==> src/rtl/sd_route_pkg.sv <==
// Shared types and default constants for the SD bus router.
package sd_route_pkg;

  typedef enum logic [1:0] {
    ACTIVE  = 2'd0,
    PENDING = 2'd1,
    BREAK   = 2'd2
  } route_state_t;

  localparam int ACT_TIMEOUT_DEF = 1000000;
  localparam int GUARD_DEF       = 8;
  localparam int RST_LEN_DEF     = 16;

endpackage

==> src/rtl/sd_activity_timer.sv <==
// Bus activity flag: any edge on mosi/miso restarts a saturating timer.
module sd_activity_timer
  import sd_route_pkg::*;
#(
  parameter int ACT_TIMEOUT = ACT_TIMEOUT_DEF
) (
  input  logic clk_sys,
  input  logic reset,
  input  logic mosi,
  input  logic miso,
  output logic act
);

  localparam int W = $clog2(ACT_TIMEOUT + 1);
  localparam logic [W-1:0] MAX = W'(ACT_TIMEOUT);

  logic [W-1:0] cnt;
  logic         mosi_q;
  logic         miso_q;
  logic         toggle;

  assign toggle = (mosi != mosi_q) | (miso != miso_q);
  assign act    = cnt < MAX;

  // Edge history tracks the pins through reset so release is glitch-free.
  always_ff @(posedge clk_sys) begin
    mosi_q <= mosi;
    miso_q <= miso;
    if (reset)
      cnt <= '0;
    else if (toggle)
      cnt <= '0;
    else if (cnt != MAX)
      cnt <= cnt + W'(1);
  end

endmodule

==> src/rtl/sd_route_ctrl.sv <==
// Routes the core SPI master to the physical or virtual SD target,
// switching only at idle boundaries with a one-cycle break.
module sd_route_ctrl
  import sd_route_pkg::*;
#(
  parameter int ACT_TIMEOUT = ACT_TIMEOUT_DEF,
  parameter int GUARD       = GUARD_DEF,
  parameter int RST_LEN     = RST_LEN_DEF
) (
  input  logic clk_sys,
  input  logic reset,
  input  logic img_mounted,
  input  logic img_present,
  input  logic reset_on_mount,
  input  logic spi_sck,
  input  logic spi_mosi,
  input  logic spi_cs,
  output logic spi_miso,
  output logic phys_sck,
  output logic phys_mosi,
  output logic phys_cs,
  input  logic phys_miso,
  output logic virt_sck,
  output logic virt_mosi,
  output logic virt_cs,
  input  logic virt_miso,
  output logic vsd_sel,
  output logic sd_act,
  output logic core_reset_req,
  output logic led_user,
  output logic led_disk
);

  localparam int GW = $clog2(GUARD + 1);
  localparam int RW = $clog2(RST_LEN + 1);
  localparam logic [GW-1:0] GMAX = GW'(GUARD);
  localparam logic [RW-1:0] RMAX = RW'(RST_LEN);

  route_state_t  state;
  logic          tgt;
  logic          def_v;
  logic          def_p;
  logic [GW-1:0] guard;
  logic [RW-1:0] rst_cnt;
  logic          mnt;
  logic          pres;
  logic          brk;
  logic          to_phys;
  logic          to_virt;

  // A strobe swallowed by BREAK is replayed once back in ACTIVE.
  assign mnt  = img_mounted | def_v;
  assign pres = img_mounted ? img_present : def_p;

  always_ff @(posedge clk_sys) begin
    if (reset) begin
      state   <= ACTIVE;
      vsd_sel <= 1'b0;
      tgt     <= 1'b0;
      def_v   <= 1'b0;
      def_p   <= 1'b0;
    end else begin
      unique case (state)
        ACTIVE: begin
          def_v <= 1'b0;
          if (mnt && (pres != vsd_sel)) begin
            tgt   <= pres;
            state <= PENDING;
          end
        end
        PENDING: begin
          if (img_mounted) begin
            tgt <= img_present;
            if (img_present == vsd_sel)
              state <= ACTIVE;
          end else if ((guard == GMAX) || reset_on_mount) begin
            state <= BREAK;
          end
        end
        BREAK: begin
          vsd_sel <= tgt;
          state   <= ACTIVE;
          if (img_mounted) begin
            def_v <= 1'b1;
            def_p <= img_present;
          end
        end
        default: state <= ACTIVE;
      endcase
    end
  end

  always_ff @(posedge clk_sys) begin
    if (reset)
      guard <= '0;
    else if (!spi_cs)
      guard <= '0;
    else if (guard != GMAX)
      guard <= guard + GW'(1);
  end

  always_ff @(posedge clk_sys) begin
    if (reset)
      rst_cnt <= '0;
    else if (img_mounted && reset_on_mount)
      rst_cnt <= RMAX;
    else if (rst_cnt != '0)
      rst_cnt <= rst_cnt - RW'(1);
  end

  assign core_reset_req = rst_cnt != '0;

  assign brk     = state == BREAK;
  assign to_phys = !brk && !vsd_sel;
  assign to_virt = !brk && vsd_sel;

  assign phys_cs   = to_phys ? spi_cs : 1'b1;
  assign phys_sck  = to_phys & spi_sck;
  assign phys_mosi = to_phys & spi_mosi;
  assign virt_cs   = to_virt ? spi_cs : 1'b1;
  assign virt_sck  = to_virt & spi_sck;
  assign virt_mosi = to_virt & spi_mosi;
  assign spi_miso  = brk ? 1'b1 : (vsd_sel ? virt_miso : phys_miso);

  sd_activity_timer #(
    .ACT_TIMEOUT(ACT_TIMEOUT)
  ) u_act (
    .clk_sys(clk_sys),
    .reset  (reset),
    .mosi   (spi_mosi),
    .miso   (spi_miso),
    .act    (sd_act)
  );

  assign led_user = vsd_sel & sd_act;
  assign led_disk = ~vsd_sel & sd_act;

endmodule
==> config.mk <==
export PLATFORM = sky130hd
export DESIGN_NAME = sd_route_ctrl
export DESIGN_NICKNAME = d
export VERILOG_FILES = /design/src/rtl/sd_route_pkg.sv /design/src/rtl/sd_activity_timer.sv /design/src/rtl/sd_route_ctrl.sv
export SDC_FILE = /design/constraint.sdc
export NUM_CORES = 1
export LEC_CHECK = 0
export ABC_AREA = 1
export BUFFER_PORTS_ARGS = -buffer_cell sky130_fd_sc_hd__clkbuf_2
export CAP_MARGIN = 20
export CORE_UTILIZATION = 55
export DETAILED_ROUTE_END_ITERATION = 8
export GPL_TIMING_DRIVEN = 1
export PLACE_DENSITY_LB_ADDON = 0.05
export SLEW_MARGIN = 25
export SYNTH_ARGS = -nofsm -noshare
export SYNTH_HDL_FRONTEND = slang
export SYNTH_SLANG_ARGS = --single-unit
==> constraint.sdc <==
create_clock -name clk_sys -period 1.6 [get_ports clk_sys]
set_clock_uncertainty 0.1 [all_clocks]
set_input_delay 0.16 -clock clk_sys [delete_from_list [all_inputs] [get_ports clk_sys]]
set_output_delay 0.16 -clock clk_sys [all_outputs]
set_load 0.005 [all_outputs]
==> impl_results.md <==
* Run status: finished clean
* CP Capture Type: output pin
* Synth area leaders: dfxtp_1 35%, nand2_1 15%, nor2_1 9.7%
* Later-pin clock latency in the skew report at 290 ps
* Via count at 2081
* PwrDens at 802.5 nW/um2
* I/O pin total at 22
* Fillers at 338
* Multi-input logic area at 1274 um2
* Max VDD drop at 0.0006799 V
* Cell row count at 22
* Worst path bufs/invs at 1
* Placed Cells incl. Taps at approximately 400
* Crit start category: register
* Clock tree buffer depth at 2
* Post-synthesis sequential area ratio at 0.3480
* Synthesized net count at 338
* Initial Utilization at 0.5770
* Total track usage at 0.2617
* Layout Utilization at 0.7066
* Routed len/inst at 11.97 um
* Synth top area share at 0.3480
* #FFs+latches synth at 37
* Min setup slack post-route at 10.24 ps
* Num Clock Sinks at 37
* Area leader, netlist: dfxtp_1
* Area growth from synthesis to layout at 22.46%
* Setup CP Type: register to output pin
* DRT iter0 DRCs at about 140
* Synth Flop Type: dfxtp_1
* Post-synth EDFFs at 0
* Top-count cell post-synth: nand2_1
* Slowest cell on crit path: dfxtp_4
* Rel. slew slack at 0.7820
* Horiz. Die Dim at 64.21 um
* Post-synth ARST share at 0
* Pleak at between 0.001 and 0.0015 uW
* First-pass GRT wire length at just over 8 mm
* Total power at 2091 uW
* CP delay by family, top: simple AND/OR/NAND/NOR gates
* Mean post-synth cell area at 6.589 um2
* Synth cell count leaders: 87 x nand2_1, 55 x nor2_1, 45 x inv_1
* Die height at around 64 um
* Hold slack final at 43.82 ps
* Minimum clock period at 1590 ps
* Ys Warns at 0
* Final setup fails at 0
* Num CTS Buffers at 5
* Total die area at 4122 um2
* Post-synthesis cell area at 2128 um2
* H-tree Lvls at 2
* CP cell instances: nor2_4 > nand2_2 > nand2_1 > nand3_1 > and2_4 > nor2_2 > clkbuf_2
* Fin nets at 380
* Layout cells sized above 1 at 0.2732
* Finished Layout Cells at between 400 and 500
* Critical path peak fanout at 4
* Setup WS pre-CTS at 86.81 ps
* CTS tree: built
* Port buffer count at 21
* Worst-Margin Slew at 324.5 ps
* Clk pin slew, worst setup/hold paths at around 70 ps
* Detail Placement HPWL at 3.648 mm
* Fmax at approximately 630 MHz
* Worst min path class: input port to register
* CP Data Arrival Time at 1330 ps
* Via density at 5.027
* Post-DRT Antenna Nets at 0
* Number of max-cap violations at 0
* GRT overflow at 0
* Netlist cell types at 32
* CTS root buffer: clkbuf_8
* FF/Latch Area at 773.2 um2
* Vias in the first global route at 1841
* Pins Over Slew Limit at 0
* Drt first pass iters at 5
* Crit share post-route at 0.9936
* CORE AREA at 3689 um2
* Required time worst endpoint at 1340 ps
* Initial antenna violation count at 0
* DRC errors left at 0
* Gpl congestion at just under 0.9
* Ant diodes at 0
* Mapped Cells at 323
* Count of final hold-check violations at 0
* Post-Route WL at 4.954 mm
* Maximum number of pins on one net before global-route repair at 12
* Unrepaired setup endpoints after global routing: true
* Max stage delay on crit path at 370 ps
## metrics by stage
step                setup TNS [ps]  instance area, um2
floorplan                        0                2128
global placement                 0                2311
detailed placement               0                2311
CTS                              0                2469
global route                -96.80                2606
finish                           0                2606
## sequential cells by signal, summed over array words and instances (netlist names)
signal and cells:
u_act.cnt 20, rst_cnt 5, guard 4, state 2, def_p 1, def_v 1, tgt 1, u_act.miso_q 1
u_act.mosi_q 1, vsd_sel 1
## layer usage
metal	global-route usage	up-vias	routed length, um
met4	0.08056	0	84
met3	0.05893	6	209
met5	0	-	0
met2	0.4149	38	2298
li1	-	1098	-
met1	0.3524	939	2361
## path summary, 6_finish.rpt
kind | from | endpoint | slack (ps) | depth (start not counted)
max | u_act.cnt[12]$_SDFFE_PP0N_ | led_disk | 10 | 7
min | spi_cs | guard[2]$_SDFFE_PP0N_ | 40 | 3
max reg2reg | u_act.cnt[0]$_SDFFE_PP0N_ | u_act.cnt[0]$_SDFFE_PP0N_ | 130 | 10
min reg2reg | rst_cnt[0]$_SDFFE_PP0P_ | rst_cnt[0]$_SDFFE_PP0P_ | 380 | 2
## cell families (layout without fill, tap and decap cells)
kind of cell,Yosys count,after routing,share of synthesized area
simple gates,191,191,0.4045
buf+inv,51,94,0.09582
flops,37,37,0.3480
compound gates,30,30,0.08524
xor+xnor,9,9,0.03704
fa+ha+maj,5,5,0.02939
## placed cells by master, fill, tap and decap left out, types with 2 or more instances in the layout
| cell | n |
|---|---|
| a211oi_1 | 2 |
| a21oi_2 | 6 |
| inv_2 | 4 |
| inv_1 | 43 |
| nand2_1 | 85 |
| nor2_4 | 9 |
| nand4_1 | 7 |
| xor2_1 | 3 |
| nor2_1 | 43 |
| clkbuf_2 | 21 |
| nand3_1 | 18 |
| clkbuf_8 | 5 |
| dfxtp_1 | 21 |
| nor2_2 | 11 |
| nand3_4 | 2 |
| dfxtp_2 | 11 |
| clkbuf_1 | 3 |
| buf_4 | 17 |
| nand3_2 | 2 |
| nand3b_1 | 2 |
| nand2_2 | 2 |
| nand2_4 | 2 |
| xnor2_1 | 6 |
| nor3_1 | 3 |
| dfxtp_4 | 5 |
| a21oi_1 | 13 |
| o21ai_0 | 7 |
| ha_1 | 4 |
## worst register-to-register path, stage by stage, from the launching register on
cell and delay (ps):
dfxtp_2 350, inv_1 100, ha_1 170, nand2_1 50, inv_1 50, nand2_1 40, nor2_1 200, nand3_1 140
nand2_1 80, nand2_1 60, nor2_2 70
## power by group
part           switching (uW)  total, uW  internal (uW)  leakage, uW
clock                     324        634            310    0.0000395
combinational             240        440            200     0.000723
sequential               43.7       1020            974     0.000310
total                     608       2090           1480      0.00107
## area by class of cell
cell class / count / share of cell area
clock buffers: 8 / 0.03072
inverters: 47 / 0.06769
multi-input cells: 235 / 0.4887
flip-flops and latches: 37 / 0.2967
well taps: 48 / 0.02304
repair buffers: 39 / 0.09313
## repair_timing
item | CTS | global route
pin swaps | 3 | 7
buffers inserted | 3 | 8
resized for setup | 22 | 26
endpoints found under the hold margin | 1 | 0
hold buffers | 1 | 0
endpoints found under the setup margin | 9 | 24
Power figures use the tool's default switching activity.
